===== src/rtl/scope_pkg.sv =====
// Shared constants and types for the scope measurement path.
// Holds the sample width default, clock rate and Schmitt state enum.
package scope_pkg;

    localparam int DATA_W = 12;
    localparam int CLK_HZ = 100_000_000;

    typedef enum logic [1:0] {
        SEEK  = 2'd0,
        ARMED = 2'd1,
        HIGH  = 2'd2
    } schmitt_state_e;

endpackage


===== src/rtl/schmitt_edge_detect.sv =====
// Hysteresis comparator that emits a one-cycle registered pulse
// on each rising crossing of the sample stream through thr.
// Ports: clk, rst_n, sample_valid, sample, thr -> edge_pulse.
module schmitt_edge_detect #(
    parameter int DATA_W = 12,
    parameter int HYST   = 16
) (
    input  logic              clk,
    input  logic              rst_n,
    input  logic              sample_valid,
    input  logic [DATA_W-1:0] sample,
    input  logic [DATA_W-1:0] thr,
    output logic              edge_pulse
);
    import scope_pkg::*;

    localparam logic [DATA_W:0] HYST_W = (DATA_W + 1)'(HYST);
    localparam logic [DATA_W:0] MAX_W  = {1'b0, {DATA_W{1'b1}}};

    schmitt_state_e state_q, state_d;
    logic           edge_q, edge_d;

    logic [DATA_W:0] thr_w;
    logic [DATA_W:0] samp_w;
    logic [DATA_W:0] lo_w, hi_w;
    logic [DATA_W:0] lo_c, hi_c;

    // Levels are formed one bit wider so the clamp sees the
    // underflow / overflow instead of a wrapped value.
    always_comb begin
        thr_w  = {1'b0, thr};
        samp_w = {1'b0, sample};
        lo_w   = thr_w - HYST_W;
        hi_w   = thr_w + HYST_W;
        lo_c   = (thr_w < HYST_W) ? '0 : lo_w;
        hi_c   = (hi_w > MAX_W) ? MAX_W : hi_w;
    end

    always_comb begin
        state_d = state_q;
        edge_d  = 1'b0;
        if (sample_valid) begin
            unique case (state_q)
                SEEK: begin
                    if (samp_w <= lo_c) state_d = ARMED;
                end
                ARMED: begin
                    if (samp_w >= hi_c) begin
                        state_d = HIGH;
                        edge_d  = 1'b1;
                    end
                end
                HIGH: begin
                    if (samp_w <= lo_c) state_d = ARMED;
                end
                default: state_d = SEEK;
            endcase
        end
    end

    always_ff @(posedge clk or negedge rst_n) begin
        if (!rst_n) begin
            state_q <= SEEK;
            edge_q  <= 1'b0;
        end else begin
            state_q <= state_d;
            edge_q  <= edge_d;
        end
    end

    assign edge_pulse = edge_q;

endmodule


===== src/rtl/freq_meter.sv =====
// Gated-count frequency meter: counts Schmitt rising crossings over
// a fixed gate and publishes the count with a valid pulse.
// Ports: clk, rst_n, sample_valid, sample, threshold ->
//        freq_out, freq_valid, overflow.
module freq_meter #(
    parameter int DATA_W      = scope_pkg::DATA_W,
    parameter int GATE_CYCLES = 100_000_000,
    parameter int HYST        = 16
) (
    input  logic              clk,
    input  logic              rst_n,
    input  logic              sample_valid,
    input  logic [DATA_W-1:0] sample,
    input  logic [DATA_W-1:0] threshold,
    output logic [31:0]       freq_out,
    output logic              freq_valid,
    output logic              overflow
);
    import scope_pkg::*;

    localparam int GW = (GATE_CYCLES > 1) ? $clog2(GATE_CYCLES) : 1;
    localparam logic [GW-1:0] LAST = GW'(GATE_CYCLES - 1);

    logic [GW-1:0]     gate_cnt_q, gate_cnt_d;
    logic [31:0]       edge_cnt_q, edge_cnt_d;
    logic              sat_q, sat_d;
    logic [DATA_W-1:0] thr_l_q, thr_l_d;
    logic [31:0]       freq_out_q, freq_out_d;
    logic              freq_valid_q, freq_valid_d;
    logic              overflow_q, overflow_d;

    logic              gate_last;
    logic              gate_start;
    logic [DATA_W-1:0] thr_eff;
    logic              edge_w;
    logic              cnt_max;
    logic [31:0]       cnt_inc;
    logic [31:0]       cnt_next;
    logic              sat_next;

    // On cycle 0 of every gate (incl. right after reset) the live
    // threshold is used and captured; the rest of the gate uses
    // the captured copy.
    always_comb begin
        gate_last  = (gate_cnt_q == LAST);
        gate_start = (gate_cnt_q == '0);
        thr_eff    = gate_start ? threshold : thr_l_q;
    end

    schmitt_edge_detect #(
        .DATA_W (DATA_W),
        .HYST   (HYST)
    ) u_schmitt (
        .clk          (clk),
        .rst_n        (rst_n),
        .sample_valid (sample_valid),
        .sample       (sample),
        .thr          (thr_eff),
        .edge_pulse   (edge_w)
    );

    always_comb begin
        cnt_max  = &edge_cnt_q;
        cnt_inc  = cnt_max ? edge_cnt_q : edge_cnt_q + 32'd1;
        cnt_next = edge_w ? cnt_inc : edge_cnt_q;
        sat_next = sat_q | (edge_w & cnt_max);

        thr_l_d      = thr_eff;
        gate_cnt_d   = gate_last ? '0 : gate_cnt_q + GW'(1);
        edge_cnt_d   = cnt_next;
        sat_d        = sat_next;
        freq_out_d   = freq_out_q;
        overflow_d   = overflow_q;
        freq_valid_d = 1'b0;

        // An edge landing on the last cycle still counts here.
        if (gate_last) begin
            freq_out_d   = cnt_next;
            overflow_d   = sat_next;
            freq_valid_d = 1'b1;
            edge_cnt_d   = '0;
            sat_d        = 1'b0;
        end
    end

    always_ff @(posedge clk or negedge rst_n) begin
        if (!rst_n) begin
            gate_cnt_q   <= '0;
            edge_cnt_q   <= '0;
            sat_q        <= 1'b0;
            thr_l_q      <= '0;
            freq_out_q   <= '0;
            freq_valid_q <= 1'b0;
            overflow_q   <= 1'b0;
        end else begin
            gate_cnt_q   <= gate_cnt_d;
            edge_cnt_q   <= edge_cnt_d;
            sat_q        <= sat_d;
            thr_l_q      <= thr_l_d;
            freq_out_q   <= freq_out_d;
            freq_valid_q <= freq_valid_d;
            overflow_q   <= overflow_d;
        end
    end

    assign freq_out   = freq_out_q;
    assign freq_valid = freq_valid_q;
    assign overflow   = overflow_q;

endmodule


===== config.mk =====
export PLATFORM = sky130hd
export DESIGN_NAME = freq_meter
export DESIGN_NICKNAME = d
export VERILOG_FILES = /design/src/rtl/scope_pkg.sv /design/src/rtl/schmitt_edge_detect.sv /design/src/rtl/freq_meter.sv
export SDC_FILE = /design/constraint.sdc
export NUM_CORES = 1
export LEC_CHECK = 0
export ABC_AREA = 1
export BUFFER_PORTS_ARGS = -buffer_cell sky130_fd_sc_hd__buf_2
export CAP_MARGIN = 25
export CORE_UTILIZATION = 60
export CTS_BUF_LIST = sky130_fd_sc_hd__clkbuf_16
export CTS_CLUSTER_DIAMETER = 120
export DETAILED_ROUTE_END_ITERATION = 16
export PLACE_DENSITY = 0.86
export SYNTH_ARGS = -nofsm -noshare
export SYNTH_HDL_FRONTEND = slang
export SYNTH_SLANG_ARGS = --single-unit

===== constraint.sdc =====
create_clock -name clk -period 10.4 [get_ports clk]
set_input_delay 1.56 -clock clk [delete_from_list [all_inputs] [get_ports clk]]
set_output_delay 1.56 -clock clk [all_outputs]
set_load 0.02 [all_outputs]

* Word level (Yosys, flattened, before mapping)
Index checks and enable logic that the tools add are counted.
Storage, ports and cells: output and inout bits 34, input bits 27, register bits after elaboration 109, logic and storage cells 44
Cells by class: reductions and logical operators 5, bitwise logic cells 2, add/subtract/negate cells 4, order comparisons 4, multiplexer cells 15, eq/ne operators 5
Operator list (count):
- 32-bit two-way mux | 3
- 32-bit by 1-bit adder with 32-bit output (second input constant) | 1
- 32-bit AND reduction | 1
- 27-bit by 1-bit adder with 27-bit output (second input constant) | 1
- 27-bit equality test (second input constant) | 1
- 27-bit logical NOT | 1
- 27-bit two-way mux | 1
- 13-bit two-way mux | 2
- 12-bit by 5-bit adder with 13-bit output (second input constant) | 1
- 12-bit by 13-bit greater-or-equal comparator with 1-bit output | 1
- 13-bit by 12-bit > comparator with 1-bit output (second input constant) | 1
- 12-bit by 13-bit <= comparator with 1-bit output | 1
- 12-bit by 5-bit subtractor with 13-bit output (second input constant) | 1
- 12-bit by 5-bit less-than comparator with 1-bit output (second input constant) | 1
- 12-bit two-way mux | 1
- 1-bit two-way mux | 5
- 2-bit two-way mux | 2
- 2-bit by 1-bit inequality test with 1-bit output (second input constant) | 2
- 2-bit one-hot mux with 2 select lines | 1
- 3-bit AND reduction | 1
- 2-bit by 1-bit equality test with 1-bit output (second input constant) | 1
- 2-bit equality test (second input constant) | 1
- 2-bit logical NOT | 1
- 2-bit OR reduction | 1
- 2 further kinds | 2

* Logic depth before layout (Yosys ltp)
Gate-level depths: netlist (run 1).
word-level depth 9, gate-level depth with buffers 33, depth with buffers taken out 32

* Modules after synthesis
Synthesis (run 1) repeated with hierarchy kept, for this count alone.
Unflattened totals: cells, all modules 996, area total of the unflattened synthesis 6902.9 um2
By module, submodules not included:
- freq_meter | cells an instance 781, sequential area each 2652.5 um2, area an instance 5662.9 um2, instances 1
- schmitt_edge_detect | cells an instance 215, sequential area each 75.1 um2, area an instance 1239.9 um2, instances 1

* Least setup slack after synthesis (run 1)
Ideal clock, no wire load.
path kind input port to flip-flop, start point input port threshold[5], end point register u_schmitt.state_q[1], arrival 4.285 ns, setup time 0.118 ns, slack 5.997 ns, stages on the path 24, required time 10.282 ns, path through o21ai_2 > inv_1 > ha_1 > or2_2 > nor2_1 > nand3_1 > nor2_1 > nand2_1 > nor2_4 > nand4_4 > nand2_8 > nor2_2 > ha_1 > nand2_1 > o21ai_0 > a21oi_1 > nor2_1 > o21ai_0 > nand3_1 > nand2_1 > a31oi_1 > nand2_1 > nand2_1 > nand2_1
On the way: longest elaborated chain between the ends 7, elaborated cells between the ends (all ways) 12, those cells by class add/sub: 2; order compare: 4; eq/ne: 2; mux: 3; reduce/logical: 1
RTL lines:
- start: declaration | line freq_meter.sv:14 | input logic [DATA_W-1:0] threshold,
- 12-bit two-way mux (*) | line freq_meter.sv:47 | thr_eff = gate_start ? threshold : thr_l_q;
- via thr_eff[5] | line freq_meter.sv:34 | logic [DATA_W-1:0] thr_eff;
- 12-bit by 5-bit adder with 13-bit output | line schmitt_edge_detect.sv:34 | hi_w = thr_w + HYST_W;
- 13-bit by 12-bit > comparator with 1-bit output | line schmitt_edge_detect.sv:36 | hi_c = (hi_w > MAX_W) ? MAX_W : hi_w;
- 13-bit two-way mux | line schmitt_edge_detect.sv:36
- 12-bit by 13-bit greater-or-equal comparator with 1-bit output | line schmitt_edge_detect.sv:48 | if (samp_w >= hi_c) begin
- 2-bit by 1-bit inequality test with 1-bit output (no source line)
- 3-bit AND reduction (no source line) (*)
- end signal: assignment | line schmitt_edge_detect.sv:66 | state_q <= state_d;
- end: declaration | line schmitt_edge_detect.sv:20 | schmitt_state_e state_q, state_d;
The timed path passes the listed nets; every way through them passes the cells marked *. A chain may end at the register's enable or synchronous reset.

* Worst setup path after layout (run 1)
start point register gate_cnt_q[0], end point register u_schmitt.state_q[1]
On the way: longest elaborated chain between the ends 8, elaborated cells between the ends (all ways) 13, those cells by class add/sub: 2; order compare: 4; eq/ne: 2; mux: 3; reduce/logical: 2
RTL lines:
- start: declaration | line freq_meter.sv:24 | logic [GW-1:0] gate_cnt_q, gate_cnt_d;
- start signal: assignment | line freq_meter.sv:96 | gate_cnt_q <= gate_cnt_d;
- 27-bit logical NOT (*) | line freq_meter.sv:46 | gate_start = (gate_cnt_q == '0);
- 12-bit two-way mux (*) | line freq_meter.sv:47
- via thr_eff[5] | line freq_meter.sv:34
- 12-bit by 5-bit adder with 13-bit output | line schmitt_edge_detect.sv:34
- 13-bit by 12-bit > comparator with 1-bit output | line schmitt_edge_detect.sv:36
- 13-bit two-way mux | line schmitt_edge_detect.sv:36
- 12-bit by 13-bit greater-or-equal comparator with 1-bit output | line schmitt_edge_detect.sv:48
- 2-bit by 1-bit inequality test with 1-bit output (no source line)
- 3-bit AND reduction (no source line) (*)
Marks and branches as above.

==> results.md, run 1 <==
* Die width at 106.0 um
* Sequential area share after synthesis at 42.05%
* Via count at between 5,000 and 6,000
* Fmax at 209.4 MHz
* Top cells by area, synth: dfrtp_1 (42%), nand2_1 (9.6%), nor2_1 (6.6%)
* Die footprint at 11,230 um^2
* Share of power burned in registers at around half
* GRT Overall Usage at 25.82%
* Combinational Power Share at between 10% and 20%
* Die H at approximately 110 um
* Detailed Route WL at roughly 14,000 um
* Post-DP HPWL at ~9900 um
* Num rows at 37
* Run status: completed
* Core ar. at roughly 10,000 um^2
* Routed Antenna Nets at 0
* Switching Fraction at ~29%
* Final hold slack at between 0.4 and 0.5 ns
* Hold-fix buffers at CTS at 0
* Syn_nets at roughly 890
* Initial Util at about 62%
* Fin Clk Skew at ~0.013 ns
* Critical path arrival at between 5 and 6 ns
* Seq cells post-synth at approximately 110
* Internal power at approximately 0.66 mW
* Multi-input logic area at around 3200 um^2
* Non-filler instance count after layout at just over 1,000
* N_diodes at 0
* Relative slew slack at between 30% and 40%
* Top_reg_cell synth: dfrtp_1
* Port buffer count at 60
* Count of cell types in the netlist at 47
* Pin count of the biggest net entering global routing at 74
* Clock root buffer: clkbuf_16
* Pleak at between 3 and 4 nW
* DR iter-0 viols at roughly 310
* Worst vdd ir at slightly below 0.08 mV
* Initial antenna violation count at 0
* TritonCTS Buffers at 9
* Largest area contributor in the netlist: dfrtp_1
* Pre-CTS setup slack at roughly 5.5 ns
* Layout cells sized above 1 at 16.80%
* Period minus WS final at about 4.8 ns
* # resized after CTS at 0
* Most used cell, CP: nand2_1
* Unrepaired setup endpoints after global routing: no
* Clock sink total at between 100 and 150
* WL/cell at about 13 um
* Switching power at around 0.28 mW
* Area grow syn2layout at 11.07%
* Setup repair bufs after CTS at 0
* DRT Pass-1 Iters at 5
* Post-Route Setup TNS at 0 ns
* Remaining DRCs at 0
* Slew Limit Fails at 0
* Clock power share at between 30 and 40%
* Fill count at 870
* CP required at ~11 ns
* Cells after synthesis at 830
* First-pass GRT wire length at 23,250 um
* Share of the synthesized area in the top cell type at between 40% and 50%
* Gpl congestion at 0.9448
* Max stage delay on crit path at just over 0.4 ns
* Hold Fails Final Rpt at 0
* PnR worst setup slack at 5.625 ns
* Reg clk slew, reported paths at around 0.080 ns
* Crit-path slowest cell: dfrtp_1
* # IOs at a little over 60
* Final net count at roughly 950
* Final setup vio count at 0
* Synth warnings at 0
* Overflow after GRT at 0
* Avg Cell Area, Syn at about 7.8 um^2
* PD cells at roughly 130 nW/um^2
* Number of vias per cell at 5.382
* Clk buf depth at 2
* Hold Path Class: reg -> reg
* CTS H-tree lvls at 3
* MaxCap Viol Count at 0
* Clock Latency Late Sink at about 0.35 ns
* Least-Margin Pin Slew at ~1 ns
* Post-Syn Area at 6486 um^2
* FF+latch area at 2728 um^2
* Core Util, Final at approximately 69%
* Crit Path Max Fanout at 11
* TritonCTS clock tree: yes
* Synth async-reset ratio at 100.0%
* Setup crit end kind: flip-flop
* Critical path class: reg -> reg
* Number of global-route vias before repair at about 5,100
* EDFF count, synth at 0
* Worst setup SP type: flip-flop
* Post-placement cell count at 1,013
* Crit share post-route at a little under half
==> per-stage QoR <==
| stage | total power [mW] | area [um^2] |
|---|---|---|
| 2_1_floorplan | 0.5674 | 6486 |
| 3_3_place_gp | 0.6064 | 6915 |
| 3_5_place_dp | 0.6117 | 6915 |
| 4_1_cts | 0.9439 | 7204 |
| 5_1_grt | 0.9804 | 7204 |
| 6_report | 0.9418 | 7204 |
==> cell families after synthesis <==
family                     Yosys count  synth area share, %
AOI/OAI and AO/OA                   90                7.697
xor gates and xnor gates            35                4.726
adders and majority gates           30                5.787
buffers and inverters              137                8.140
DFF                                109                42.05
muxes                                1               0.1543
and+or+nand+nor                    428                31.44
==> final cells by class <==
class / count / share of cell area, %
Clock buffer: 9 / 3.126
Clock inverter: 7 / 0.8857
Inverter: 122 / 6.426
Multi-Input combinational cell: 584 / 44.93
Sequential cell: 109 / 37.86
Tap cell: 136 / 2.362
Timing Repair Buffer: 62 / 4.411
==> synth_stat cells (2+ instances only) <==
| cell type | count |
|---|---|
| nand3_1 | 56 |
| o21bai_1 | 3 |
| nor2_1 | 114 |
| nand3_2 | 2 |
| o21ai_1 | 3 |
| a21oi_1 | 27 |
| nor3_1 | 15 |
| o21a_1 | 2 |
| clkinv_2 | 2 |
| clkinv_1 | 3 |
| clkbuf_1 | 13 |
| o21ai_2 | 3 |
| nand4_1 | 17 |
| nand2_4 | 6 |
| ha_1 | 30 |
| inv_2 | 15 |
| o211ai_1 | 2 |
| nor4_1 | 3 |
| inv_1 | 101 |
| nor2_4 | 5 |
| nor3_2 | 6 |
| xnor2_1 | 7 |
| nand2_2 | 11 |
| dfrtp_1 | 109 |
| nand3b_1 | 5 |
| nand2_1 | 166 |
| nor2_2 | 13 |
| xor2_1 | 28 |
| o31ai_1 | 2 |
| or2_2 | 2 |
| o21ai_0 | 43 |
==> power groups by stage <==
stage	logic (mW)	registers [mW]	clock network, mW
finish	0.128	0.478	0.336
global route	0.147	0.480	0.354
CTS	0.128	0.477	0.339
detailed placement	0.127	0.485	0
global placement	0.123	0.484	0
floorplan	0.0910	0.476	0
==> critical path, delay by kind of cell, from the launching register on <==
kind	cells	cell delay, ns
buffers and inverters	2	0.25
and+or+nand+nor	21	2.38
DFF	1	0.41
adders and majority gates	3	0.79
AOI/OAI and AO/OA	5	0.83
==> metal layers <==
layer  GRT usage [%]  share of wire, %
met5               0                 0
met2           41.60                46
met3           2.514               4.2
met4           9.524               2.3
met1           36.44                47
==> registers in the layout, summed over array words and instances, names as in the netlist <==
| register | count |
|---|---|
| edge_cnt_q | 32 |
| freq_out | 32 |
| freq_valid | 1 |
| gate_cnt_q | 27 |
| overflow | 1 |
| sat_q | 1 |
| thr_l_q | 12 |
| u_schmitt.edge_pulse | 1 |
| u_schmitt.state_q | 2 |
==> final timing paths <==
kind	end	cells past startpoint	slack, ns	from
max in group asynchronous	gate_cnt_q[17]$_DFF_PN0_	2	7.97	rst_n
min in group asynchronous	freq_out[22]$_DFFE_PN0P_	1	1.15	rst_n
hold reg to reg	freq_out[20]$_DFFE_PN0P_	2	0.48	freq_out[20]$_DFFE_PN0P_
setup reg to reg	u_schmitt.state_q[1]$_DFFE_PN0P_	31	5.62	gate_cnt_q[0]$_DFF_PN0_
hold / removal	freq_out[20]$_DFFE_PN0P_	2	0.48	freq_out[20]$_DFFE_PN0P_
setup / recovery	u_schmitt.state_q[1]$_DFFE_PN0P_	31	5.62	gate_cnt_q[0]$_DFF_PN0_
==> cell usage in the layout, fill, tap and decap left out, types with 2 or more instances in the layout <==
master and instances:
nand2_1 166, nor2_1 114, dfrtp_1 109, inv_1 100
buf_2 59, nand3_1 56, o21ai_0 43, ha_1 30
xor2_1 28, a21oi_1 27, nand4_1 17, inv_2 16
nor3_1 15, nor2_2 13, nand2_2 11, clkbuf_16 9
xnor2_1 7, nand2_4 6, nor2_4 5, nand3b_1 5
nor3_2 5, clkinv_2 4, clkinv_1 3, o21ai_2 3
nor4_1 3, o21bai_1 3, o21ai_1 3, inv_6 3
buf_4 3, nand3_2 2, or2_2 2, nor3_4 2
o211ai_1 2, o31ai_1 2, o21a_1 2
(Power assumes the default switching activity.)
==> run 2, diff against run 1 <==
--- a/config.mk
+++ b/config.mk
@@ -8,11 +8,11 @@
 export ABC_AREA = 1
 export BUFFER_PORTS_ARGS = -buffer_cell sky130_fd_sc_hd__buf_2
 export CAP_MARGIN = 25
-export CORE_UTILIZATION = 60
+export CORE_UTILIZATION = 54
 export CTS_BUF_LIST = sky130_fd_sc_hd__clkbuf_16
 export CTS_CLUSTER_DIAMETER = 120
 export DETAILED_ROUTE_END_ITERATION = 16
-export PLACE_DENSITY = 0.86
+export PLACE_DENSITY = 0.82
 export SYNTH_ARGS = -nofsm -noshare
 export SYNTH_HDL_FRONTEND = slang
 export SYNTH_SLANG_ARGS = --single-unit
==> constraint.sdc (replaced) <==
create_clock -name clk -period 4.15 [get_ports clk]
set_input_delay 0.6225 -clock clk [delete_from_list [all_inputs] [get_ports clk]]
set_output_delay 0.6225 -clock clk [all_outputs]
set_load 0.02 [all_outputs]
==> results.md, run 2 (synthesized netlist as in run 1, its figures left out) <==
* Run status: finished, violations left (was completed)
* Failing checks: DRC
* Reg clk slew, reported paths at 0.08 ns (about the same)
* Crit-path slowest cell: dfrtp_1 (unchanged)
* Layout cells sized above 1 at 21.55% (was 16.80%)
* # IOs at 61 (unchanged)
* CP required at 4.39 ns (was 10.64 ns)
* Port buffer count at 60 (unchanged)
* Clock root buffer: clkbuf_16 (unchanged)
* Design Area, Final at 7589 um^2 (was 7204 um^2)
* Pre-CTS setup slack at 0.01136 ns (was 5.472 ns)
* Clock Latency Late Sink at 0.35 ns (about the same)
* Unrepaired setup endpoints after global routing: yes (was no)
* Worst vdd ir at 0.2852 mV (was 0.07951 mV)
* GRT Overall Usage at 23.11% (was 25.82%)
* Initial antenna violation count at 0 (unchanged)
* Overflow after GRT at 0 (unchanged)
* Hold Fails Final Rpt at 0 (unchanged)
* Slew Limit Fails at 0 (unchanged)
* Final hold slack at 0.1938 ns (was 0.4792 ns)
* Crit share post-route at 99.17% (was 45.91%)
* Crit Path Max Fanout at 7 (was 11)
* Relative slew slack at 63.49% (was 34.20%)
* Number of vias per cell at 5.251 (was 5.382)
* Die width at 111.6 um (was 106.0 um)
* Critical path class: reg -> reg (unchanged)
* Die H at 111.6 um (was 106.0 um)
* Via count at 5,550 (was 5,538)
* Max stage delay on crit path at 0.39 ns (was 0.41 ns)
* Hold Path Class: in -> async (was reg -> reg)
* PnR worst setup slack at 0.03435 ns (was 5.625 ns)
* Most common cell after layout, fill and taps aside: nand2_1 (unchanged)
* Pleak at 3.950 nW (was 3.787 nW)
* Clk buf depth at 2 (unchanged)
* FF-to-FF Start: gate_cnt_q[1]$_DFF_PN0_ (was gate_cnt_q[0]$_DFF_PN0_)
* Setup crit end kind: flip-flop (unchanged)
* Cell area after placement at 6984 um^2 (was 6915 um^2)
* Post-Route Setup TNS at 0 ns (unchanged)
* TritonCTS clock tree: yes (unchanged)
* TritonCTS Buffers at 9 (unchanged)
* Detailed Route WL at 14,120 um (was 13,650 um)
* Initial Util at 56.09% (was 62.27%)
* Core ar. at 11,560 um^2 (was 10,420 um^2)
* Least-Margin Pin Slew at 0.5477 ns (was 0.9871 ns)
* Remaining DRCs at 4 (was 0)
* Fill count at 949 (was 870)
* Clock sink total at 109 (unchanged)
* Pin count of the biggest net entering global routing at 68 (was 74)
* PD cells at 315.0 nW/um^2 (was 130.7 nW/um^2)
* Gpl congestion at 0.8714 (was 0.9448)
* CTS H-tree lvls at 3 (unchanged)
* Number of global-route vias before repair at 5,278 (was 5,059)
* Period minus WS final at 4.116 ns (was 4.775 ns)
* DRT Pass-1 Iters at 11 (was 5)
* Non-filler instance count after layout at 1,057 (was 1,029)
* MaxCap Viol Count at 0 (unchanged)
* Num rows at 39 (was 37)
* Fin Clk Skew at 0.01100 ns (was 0.01278 ns)
* Worst Setup SP: gate_cnt_q[1]$_DFF_PN0_ (was gate_cnt_q[0]$_DFF_PN0_)
* Critical path arrival at 4.35 ns (was 5.02 ns)
* Most frequent cells in the layout: nand2_1 (160), nor2_1 (108), dfrtp_1 (108), inv_1 (97), buf_2 (59) (was nand2_1 (166), nor2_1 (114), dfrtp_1 (109), inv_1 (100), buf_2 (59))
* Post-DP HPWL at 9974 um (was 9946 um)
* Post-placement cell count at 1,028 (was 1,013)
* Worst r2r path cells at 31 (unchanged)
* Fmax at 243.0 MHz (was 209.4 MHz)
* Final setup vio count at 0 (unchanged)
* Die footprint at 12,450 um^2 (was 11,230 um^2)
* WL/cell at 13.35 um (was 13.27 um)
* DR iter-0 viols at 311 (was 306)
* Area grow syn2layout at 16.99% (was 11.07%)
* Hold-fix buffers at CTS at 0 (unchanged)
* Routed Antenna Nets at 0 (unchanged)
* Final net count at 967 (was 945)
* Pwr Total at 2.391 mW (was 0.9418 mW)
* N_diodes at 0 (unchanged)
* Core Util, Final at 65.62% (was 69.17%)
* First-pass GRT wire length at 23,360 um (was 23,250 um)
* Worst setup SP type: flip-flop (unchanged)
run 2: worst paths after layout:
kind	end	slack (ns)
setup / recovery	u_schmitt.state_q[1]$_DFFE_PN0P_	0.03
hold / removal	freq_out[25]$_DFFE_PN0P_	0.19
setup reg to reg	u_schmitt.state_q[1]$_DFFE_PN0P_	0.03
hold reg to reg	gate_cnt_q[0]$_DFF_PN0_	0.48
max in group asynchronous	gate_cnt_q[19]$_DFF_PN0_	3.10
min in group clk	gate_cnt_q[0]$_DFF_PN0_	0.48
run 2: critical path, delay by kind of cell (launching register included):
| family | cells | cell delay [ns] |
|---|---|---|
| buffers and inverters | 2 | 0.16 |
| and+or+nand+nor | 21 | 2.07 |
| DFF | 1 | 0.39 |
| adders and majority gates | 3 | 0.66 |
| AOI/OAI and AO/OA | 5 | 0.68 |
run 2: where the power goes:
group / internal (mW) / total [mW] / switching [mW]
Clock: 0.423 / 0.834 / 0.411
Sequential: 1.13 / 1.20 / 0.0711
Combinational: 0.134 / 0.359 / 0.225
run 2: layer usage:
metal / global-route usage (%) / wire [um] / up-vias / part of all wire (%)
met5: 0 / 0 / - / 0
met4: 7.477 / 265 / 0 / 1.9
met3: 2.940 / 506 / 23 / 3.6
met2: 38.92 / 6883 / 122 / 49
met1: 31.12 / 6460 / 2594 / 46
li1: - / - / 2811 / -
run 2: layout make-up:
class,count,area (um^2),area share [%]
flip-flops and latches,109,2729,35.96
well taps,143,178.9,2.358
clock buffers,9,225.2,2.968
inverters,122,462.9,6.101
repair buffers,84,515.5,6.793
multi-input cells,584,3410,44.93
clock inverters,6,67.56,0.8904
run 2: what timing repair did:
item | in CTS | in global routing
gates cloned | 0 | 0
pin swaps | 0 | 29
resized for setup | 1 | 40
setup buffers | 0 | 13
setup endpoints to repair | 2 | 3
